`config.mk`:
```
export PLATFORM = sky130hd
export DESIGN_NAME = clk_div_ctrl_flat
export DESIGN_NICKNAME = d
export VERILOG_FILES = /design/src/rtl/clk_div_ctrl_if.sv /design/src/rtl/clk_div_ctrl.sv /design/src/flat_wrapper.sv
export SDC_FILE = /design/constraint.sdc
export NUM_CORES = 1
export LEC_CHECK = 0
export CAP_MARGIN = 20
export CORE_MARGIN = 2
export CORE_UTILIZATION = 50
export CTS_CLUSTER_SIZE = 16
export DETAILED_ROUTE_END_ITERATION = 10
export HOLD_SLACK_MARGIN = 0.15
export MAX_ROUTING_LAYER = met4
export PLACE_DENSITY = 0.72
export SLEW_MARGIN = 20
export SYNTH_ARGS = -nofsm -noshare
export SYNTH_HDL_FRONTEND = slang
export SYNTH_SLANG_ARGS = --single-unit
```
`constraint.sdc`:
```
create_clock -name I_CLK -period 8.8 [get_ports I_CLK]
set_input_delay 0.88 -clock I_CLK [delete_from_list [all_inputs] [get_ports I_CLK]]
set_output_delay 0.88 -clock I_CLK [all_outputs]
set_load 0.005 [all_outputs]
```
`src/rtl/clk_div_ctrl_if.sv`:
```
// clk_div_ctrl_if: ratio configuration handshake (valid/ready plus reject pulse); master drives cfg_valid/cfg_div, slave returns cfg_ready/cfg_err
interface clk_div_ctrl_if #(parameter int W = 16);
  logic         cfg_valid;
  logic [W-1:0] cfg_div;
  logic         cfg_ready;
  logic         cfg_err;
  modport master (output cfg_valid, cfg_div, input cfg_ready, cfg_err);
  modport slave (input cfg_valid, cfg_div, output cfg_ready, cfg_err);
endinterface

```
`src/rtl/clk_div_ctrl.sv`:
```
// clk_div_ctrl: glitch-free programmable divider; ports I_CLK/rst, en run request, cfg handshake, registered O_CLK/tick/busy
module clk_div_ctrl #(
  parameter int W           = 16,
  parameter int DEFAULT_DIV = 20
) (
  input  logic          I_CLK,
  input  logic          rst,
  input  logic          en,
  clk_div_ctrl_if.slave cfg,
  output logic          O_CLK,
  output logic          tick,
  output logic          busy
);
  localparam logic [1:0] IDLE  = 2'd0;
  localparam logic [1:0] RUN   = 2'd1;
  localparam logic [1:0] DRAIN = 2'd2;
  localparam logic [W-1:0] DEF_DIV = W'(DEFAULT_DIV);
  logic [1:0]   state_q, state_d;
  logic [W-1:0] cnt_q, cnt_d, cur_div_q, cur_div_d, pend_q, pend_d;
  logic         pend_vld_q, pend_vld_d, ready_q, err_q, err_d;
  logic         o_clk_q, o_clk_d, tick_q, tick_d, busy_q, busy_d;
  logic         run, wrap, acc;
  always_comb begin
    run        = state_q != IDLE;
    wrap       = run && cnt_q == cur_div_q - W'(1);
    acc        = cfg.cfg_valid && ready_q;
    err_d      = acc && cfg.cfg_div < W'(2);
    state_d    = !run ? (en ? RUN : IDLE) : en ? RUN : wrap ? IDLE : DRAIN;
    cnt_d      = (wrap || !run) ? '0 : cnt_q + W'(1);
    cur_div_d  = cur_div_q;
    pend_d     = pend_q;
    pend_vld_d = pend_vld_q;
    if (wrap && pend_vld_q) begin
      cur_div_d  = pend_q;
      pend_vld_d = 1'b0;
    end
    if (acc && !err_d) begin
      pend_d     = cfg.cfg_div;
      pend_vld_d = 1'b1;
    end
    // Outside a running period there is no boundary to wait for, so apply at once
    if (pend_vld_d && (!run || state_d == IDLE)) begin
      cur_div_d  = pend_d;
      pend_vld_d = 1'b0;
    end
    busy_d  = state_d != IDLE;
    o_clk_d = busy_d && cnt_d < (cur_div_d >> 1);
    tick_d  = busy_d && cnt_d == cur_div_d - W'(1);
  end
  always_ff @(posedge I_CLK or posedge rst) begin
    if (rst) begin
      state_q    <= IDLE;
      cnt_q      <= '0;
      cur_div_q  <= DEF_DIV;
      pend_q     <= '0;
      pend_vld_q <= 1'b0;
      ready_q    <= 1'b1;
      err_q      <= 1'b0;
      o_clk_q    <= 1'b0;
      tick_q     <= 1'b0;
      busy_q     <= 1'b0;
    end else begin
      state_q    <= state_d;
      cnt_q      <= cnt_d;
      cur_div_q  <= cur_div_d;
      pend_q     <= pend_d;
      pend_vld_q <= pend_vld_d;
      ready_q    <= !pend_vld_d;
      err_q      <= err_d;
      o_clk_q    <= o_clk_d;
      tick_q     <= tick_d;
      busy_q     <= busy_d;
    end
  end
  assign cfg.cfg_ready = ready_q;
  assign cfg.cfg_err   = err_q;
  assign O_CLK         = o_clk_q;
  assign tick          = tick_q;
  assign busy          = busy_q;
endmodule
```
`src/flat_wrapper.sv`:
```
// flat-port wrapper written by rule: the top's interface ports become plain ports
module clk_div_ctrl_flat 
#(
  parameter int W           = 16,
  parameter int DEFAULT_DIV = 20
)
  (I_CLK, rst, en, O_CLK, tick, busy, cfg_cfg_valid, cfg_cfg_div, cfg_cfg_ready, cfg_cfg_err);
  clk_div_ctrl_if #(.W(W)) cfg_i ();
  input  logic I_CLK;
  input  logic rst;
  input  logic en;
  output logic O_CLK;
  output logic tick;
  output logic busy;
  input wire logic [$bits(cfg_i.cfg_valid)-1:0] cfg_cfg_valid;
  input wire logic [$bits(cfg_i.cfg_div)-1:0] cfg_cfg_div;
  output wire logic [$bits(cfg_i.cfg_ready)-1:0] cfg_cfg_ready;
  output wire logic [$bits(cfg_i.cfg_err)-1:0] cfg_cfg_err;
  assign cfg_i.cfg_valid = cfg_cfg_valid;
  assign cfg_i.cfg_div = cfg_cfg_div;
  assign cfg_cfg_ready = cfg_i.cfg_ready;
  assign cfg_cfg_err = cfg_i.cfg_err;
  clk_div_ctrl #(.W(W), .DEFAULT_DIV(DEFAULT_DIV)) u_core (.I_CLK(I_CLK), .rst(rst), .en(en), .cfg(cfg_i), .O_CLK(O_CLK), .tick(tick), .busy(busy));
endmodule
```
==> results of run 1 <==
layout make-up:
type / count / area share [%]
multi-input cells: 328 / 54.7
flip-flops and latches: 56 / 31.5
repair buffers: 27 / 5.89
inverters: 35 / 3.06
well taps: 102 / 2.86
clock buffers: 5 / 1.54
clock inverters: 3 / 0.421
state kept, by name, summed over array words and instances (netlist names):
register and cells:
u_core.O_CLK 1, u_core.cnt_q 16, u_core.pend_vld_q 1, u_core.cfg.cfg_ready 1, u_core.tick 1, u_core.state_q 2, u_core.pend_q 16, u_core.cur_div_q 16
u_core.busy 1, u_core.cfg.cfg_err 1
stage by stage:
stage | cells | total power [mW] | worst slack (ps) | cell area (sq um) | utilization [%]
after floorplan | 434 | 0.767 | 4300 | 4060 | -
after global placement | 548 | 0.882 | 3620 | 4370 | 56.0
after detailed placement | 548 | 0.897 | 3460 | 4370 | 56.0
after CTS | 556 | 1.04 | 3540 | 4460 | 57.1
after global routing | 556 | 1.12 | 3220 | 4460 | 57.1
final | 556 | 1.04 | 3480 | 4460 | 57.1
power breakdown:
| group | internal (mW) | switching [mW] | leakage, nW |
|---|---|---|---|
| logic | 0.205 | 0.286 | 1.21 |
| clock network | 0.0558 | 0.0859 | 0.0479 |
| registers | 0.315 | 0.0932 | 0.689 |
| total | 0.576 | 0.465 | 1.94 |
synthesized netlist by cell type (all sizes together), types with 2 or more instances:
library cell	number	area, sq um
mux2i	35	350
nor2	42	158
dfstp	3	78.8
mux2	9	101
buf	8	60.1
a2111oi	3	38.8
inv	35	136
o211a	3	30.0
nand3	15	75.1
xnor2	30	263
and3	4	25.0
clkbuf	7	27.5
nand4	12	81.3
o211ai	4	43.8
a21o	9	67.6
nand2b	2	12.5
ha	17	213
or3	2	12.5
or4	5	48.8
o31a	2	20.0
nand3b	3	22.5
xor2	21	184
o21ai	7	35.0
o21a	3	23.8
nor4	13	100
o21bai	2	15.0
nor4b	3	32.5
nand2	34	128
o2111ai	3	26.3
dfrtp	53	1330
o22ai	3	18.8
nor3	12	92.6
nor3b	2	15.0
a21oi	13	65.1
and4	2	17.5
path summary, 6_finish.rpt:
kind / depth (start not counted) / from / endpoint
min reg2reg: 2 / u_core.pend_q[6]$_DFF_PP0_ / u_core.pend_q[6]$_DFF_PP0_
max reg2reg: 18 / u_core.cur_div_q[0]$_DFF_PP0_ / u_core.O_CLK$_DFF_PP0_
max: 18 / u_core.cur_div_q[0]$_DFF_PP0_ / u_core.O_CLK$_DFF_PP0_
min: 2 / u_core.pend_q[6]$_DFF_PP0_ / u_core.pend_q[6]$_DFF_PP0_
min in group asynchronous: 3 / rst / u_core.state_q[1]$_DFF_PP0_
max in group asynchronous: 3 / rst / u_core.O_CLK$_DFF_PP0_
cell families (layout without fill, tap and decap cells):
logic type                 count (synthesis)  count (layout)  synth area share, %
DFF                                       56              56                 34.6
adders and majority gates                 17              17                 5.24
and+or+nand+nor                          155             155                 21.1
muxes                                     44              44                 11.1
xor gates and xnor gates                  51              51                 11.0
buffers and inverters                     50              70                 5.51
AOI/OAI and AO/OA                         61              61                 11.5
critical path: cells and delay by family (launching register included):
family          cells  cell delay (ps)
compound gates      8             2350
xor+xnor            1              160
fa+ha+maj           2              620
buf+inv             1              100
flops               1              440
simple gates        6             1550
cells in the final DEF, fill, tap and decap left out, types with 9 or more instances in the layout:
cell,n
inv_1,33
mux2i_1,35
nand4_1,11
dfrtp_1,53
nor2_1,42
mux2_2,9
clkdlybuf4s50_1,24
a21oi_1,13
xnor2_1,30
nand2_1,34
nand3_1,15
a21o_1,9
nor4_1,9
ha_1,17
xor2_1,21
per-layer routing:
metal | GRT usage (%) | share of wire (%)
met1 | 32.0 | 45
met2 | 41.4 | 48
met3 | 2.57 | 4.7
met4 | 7.13 | 1.8
met5 | - | 0
==> impl_metrics.json, run 1 <==
{
  "cts_hold_buffers": 0,
  "core_sq_um": 7810,
  "clk_pin_slew_ps": 100,
  "cts_max_path_buffers": 2,
  "cts_resized": 0,
  "netlist_area_sq_um": 4060,
  "vias_per_cell": 5.92,
  "synth.distinct_cells": 62,
  "via_count": 3289,
  "synth_area_per_cell_sq_um": 9.36,
  "cts_made_buffers": 5,
  "cts_sinks": 56,
  "seqCellArea_sq_um": 1410,
  "grt_setup_unrepaired": "no",
  "timing_worst_setup_path_type": "reg2reg",
  "routed_wl_microns": 9970,
  "ys.warnings.count": 0,
  "cts_tree": "built",
  "ys_seq_area_share_pct": 34.6,
  "drc": 0,
  "p_leak_nw": 1.94,
  "crit_fanout": 22,
  "power_density_nw_per_um2": 233,
  "ys_seq_elements": 56,
  "die_h_microns": 94.1,
  "multi_input_area_sq_um": 2440,
  "wl_per_cell_microns": 17.9,
  "port_buffers": 24,
  "setup.worst_path.end_class": "register",
  "start_util_pct": 52.0,
  "irDropWorstVdd_mv": 0.0865,
  "cpMaxStageDelayCell": "nor4_1",
  "drive_gt1_share_pct": 9.91,
  "drv_slew": 0,
  "place_congestion": 0.986,
  "hold_path.class": "reg2reg",
  "fp-row-count": 32,
  "finalNetCount": 490,
  "synth_ff_type": "dfrtp_1",
  "period_needed_ps": 5320,
  "nFillCells": 717,
  "gr-total-overflow": 0,
  "startpoint_type": "register",
  "die_w_microns": 94.1,
  "maxCapViolCount": 0,
  "setup_viol": 0,
  "root_buffer": "clkbuf_8",
  "status": "complete, no violations",
  "syn2layout_area_growth_pct": 9.77,
  "ios": 25,
  "antenna_found_initial": 0,
  "r2r_slack_ps": 3480,
  "dpl.hpwl_microns": 7900,
  "synth_edf_count": 0,
  "drtAntennaViolNets": 0,
  "clock.fmax_mhz": 188,
  "async_flop_share_pct": 100,
  "slowest_delay_ps": 600,
  "timing.hold.ws_ps": 522,
  "clk_latency_ps": 310,
  "drtIter0Drc": 166,
  "netlist_instances": 434,
  "arrival_ps": 5560,
  "slew_headroom_pct": 38.4,
  "num_antenna_cells": 0,
  "die_area_sq_um": 8860,
  "tns_ps": 0,
  "grt_pass1_vias": 3186,
  "grt_max_degree": 57,
  "dr.pass1.iters": 5,
  "worstMarginPinSlew_ps": 922,
  "fin_crit_sh_pct": 60.4,
  "fin_skew_ps": 6.64,
  "syn_nets": 471,
  "grt_usage_pct": 24.7,
  "grt_pass1_wl_microns": 16500,
  "worstPathRequired_ps": 9050,
  "cts_setup_buffers": 0,
  "cp_cell_sequence": "inv_1 -> ha_1 -> or4b_4 -> nor2_1 -> xnor2_1 -> o2111ai_1 -> nor4_1 -> o21a_2 -> nor2_1 -> a21oi_1 -> ha_1 -> a21o_1 -> a21o_1 -> a21oi_1 -> nor2_1 -> a2111oi_0 -> nand2_1 -> a21oi_1",
  "hold_violations": 0,
  "cts_max_level": 2
}
Note: power is estimated with default switching activity, not from simulation.
==> inputs of run 2 (changes only) <==
- PLACE_DENSITY: 0.72 -> 0.75
- clock period: 8.8 -> 4.3 ns (I/O delays scaled with it)
==> impl_metrics.json, run 2 (synthesized netlist as in run 1, its figures left out) <==
{
  "status": "complete, but fails checks",
  "violations": "setup timing",
  "drc": 0,
  "power_density_nw_per_um2": 487,
  "hold_path.class": "reg2reg",
  "timing.hold.ws_ps": 529,
  "die_w_microns": 94.1,
  "syn2layout_area_growth_pct": 24.2,
  "p_leak_nw": 2.27,
  "ios": 25,
  "timing_worst_setup_path_type": "reg2reg",
  "pwr-share-comb_pct": 55.0,
  "gr-total-overflow": 0,
  "drtAntennaViolNets": 0,
  "wl_met1_microns": 4730,
  "holdPathStages": 2,
  "vias_per_cell": 5.77,
  "worstMarginPinSlew_ps": 711,
  "startpoint_type": "register",
  "root_buffer": "clkbuf_8",
  "netSwitchingPower_mw": 1.04,
  "maxCapViolCount": 0,
  "dr.pass1.iters": 5,
  "antenna_found_initial": 0,
  "cts_sinks": 56,
  "grt_pass1_wl_microns": 17800,
  "fin_crit_sh_pct": 102,
  "setup_ws_ps": -87.5,
  "clk_latency_ps": 310,
  "r2r_slack_ps": -90,
  "grt_pass1_vias": 3606,
  "cts_max_level": 2,
  "mostFrequentLayoutCell": "buf_4",
  "reg_top3": "u_core.cnt_q x16, u_core.cur_div_q x16, u_core.pend_q x16",
  "fin_skew_ps": 10.3,
  "via_count": 3543,
  "num_antenna_cells": 0,
  "drive_gt1_share_pct": 23.8,
  "swShare_pct": 42.5,
  "grt_usage_pct": 26.7,
  "clock_power_share_pct": 12.5,
  "final_cell_area_sq_um": 5040,
  "mostFrequentLayoutCells": "buf_4 (59), dfrtp_1 (53), nor2_1 (42)",
  "die_area_sq_um": 8860,
  "worstPathRequired_ps": 4550,
  "seqPwrFrac_pct": 32.5,
  "fp-row-count": 32,
  "holdCritStartpoint": "u_core.cfg.cfg_ready$_DFF_PP1_",
  "setup.worst_path.end_class": "register",
  "utilization_pct": 64.6,
  "fin_cells": 614,
  "wl_per_cell_microns": 17.7,
  "core_sq_um": 7810,
  "routed_wl_microns": 10900,
  "grt_setup_unrepaired": "yes",
  "cts_max_path_buffers": 2,
  "r2r_end": "u_core.tick$_DFF_PP0_",
  "irDropWorstVdd_mv": 0.197,
  "dpl-instance-area_sq_um": 4830,
  "finalNetCount": 548,
  "drtIter0Drc": 256,
  "setup_viol": 1,
  "wl_met3_microns": 425,
  "hold_end": "u_core.cfg.cfg_err$_DFF_PP0_",
  "dpl.hpwl_microns": 8660,
  "period_needed_ps": 4390,
  "grt_max_degree": 57,
  "p_int_mw": 1.41,
  "slew_headroom_pct": 52.6,
  "place_congestion": 0.962,
  "nFillCells": 611,
  "cts_tree": "built",
  "dp.cells": 602,
  "clock.fmax_mhz": 228,
  "cts_made_buffers": 5,
  "dr_wl_met2_microns": 5420,
  "reg2reg_from": "u_core.cur_div_q[1]$_DFF_PP0_",
  "highest_layer": "met4",
  "crit_fanout": 8,
  "start_util_pct": 52.0,
  "die_h_microns": 94.1,
  "drv_slew": 0,
  "port_buffers": 24,
  "clk_pin_slew_ps": 100,
  "hold_violations": 0,
  "totalPowerFinal_mw": 2.46,
  "reg2reg_depth": 17,
  "arrival_ps": 4640
}
-- run 2: repair_timing --
item	in CTS	in global routing
endpoints found under the setup margin	2	2
gates cloned	0	0
hold buffers	0	0
pin swaps	0	7
gates resized for setup	5	16
buffers inserted	3	1
-- run 2: how the worst max path moves through the flow --
stage / from / slack (ps) / to / cells past startpoint
CTS: u_core.cur_div_q[1]$_DFF_PP0_ / -90 / u_core.tick$_DFF_PP0_ / 19
floorplan: u_core.cur_div_q[0]$_DFF_PP0_ / 40 / u_core.tick$_DFF_PP0_ / 17
global placement: u_core.cur_div_q[1]$_DFF_PP0_ / -170 / u_core.tick$_DFF_PP0_ / 17
global route: u_core.cur_div_q[1]$_DFF_PP0_ / -340 / u_core.tick$_DFF_PP0_ / 21
detailed placement: u_core.cur_div_q[1]$_DFF_PP0_ / -260 / u_core.tick$_DFF_PP0_ / 17
finish: u_core.cur_div_q[1]$_DFF_PP0_ / -90 / u_core.tick$_DFF_PP0_ / 17
-- run 2: metal layers --
| metal | GRT usage [%] | up-vias |
|---|---|---|
| met5 | - | - |
| met4 | 8.94 | 0 |
| met3 | 3.05 | 25 |
| met2 | 44.9 | 101 |
| met1 | 33.5 | 1720 |
| li1 | - | 1697 |
-- run 2: cell type report --
cell class	instances	area, sq um	share of cell area, %
well taps	102	128	2.53
clock inverters	1	7.51	0.149
clock buffers	7	86.3	1.71
flip-flops and latches	56	1410	27.9
inverters	35	136	2.70
multi-input cells	328	2570	50.9
repair buffers	85	714	14.2
-- run 2: per-stage QoR --
stage,TNS [ps],setup WS (ps)
after global placement,-169,-169
after global routing,-458,-338
final,-87.5,-87.5
after floorplan,0,40.9
after detailed placement,-274,-264
after CTS,-87.7,-87.7
-- run 2: power by group through the flow --
stage | Combinational [mW] | Sequential [mW] | Clock, mW
3_3_place_gp | 1.25 | 0.790 | 0
4_1_cts | 1.31 | 0.791 | 0.314
5_1_grt | 1.48 | 0.813 | 0.340
6_report | 1.35 | 0.797 | 0.307
2_1_floorplan | 0.848 | 0.746 | 0
3_5_place_dp | 1.28 | 0.801 | 0
-- run 2: worst max-delay path: stages (launching register included) --
cell and delay, ps:
dfrtp_1 410, inv_2 90, ha_4 140, or4b_4 480, a2111oi_4 300, a211oi_2 60
or4_4 440, nor4_4 180, buf_4 180, buf_12 120, mux2i_1 170, mux2_2 210
inv_1 110, or4_4 560, nor2_1 160, nand4_1 130, a2111oi_2 400, o211a_1 190
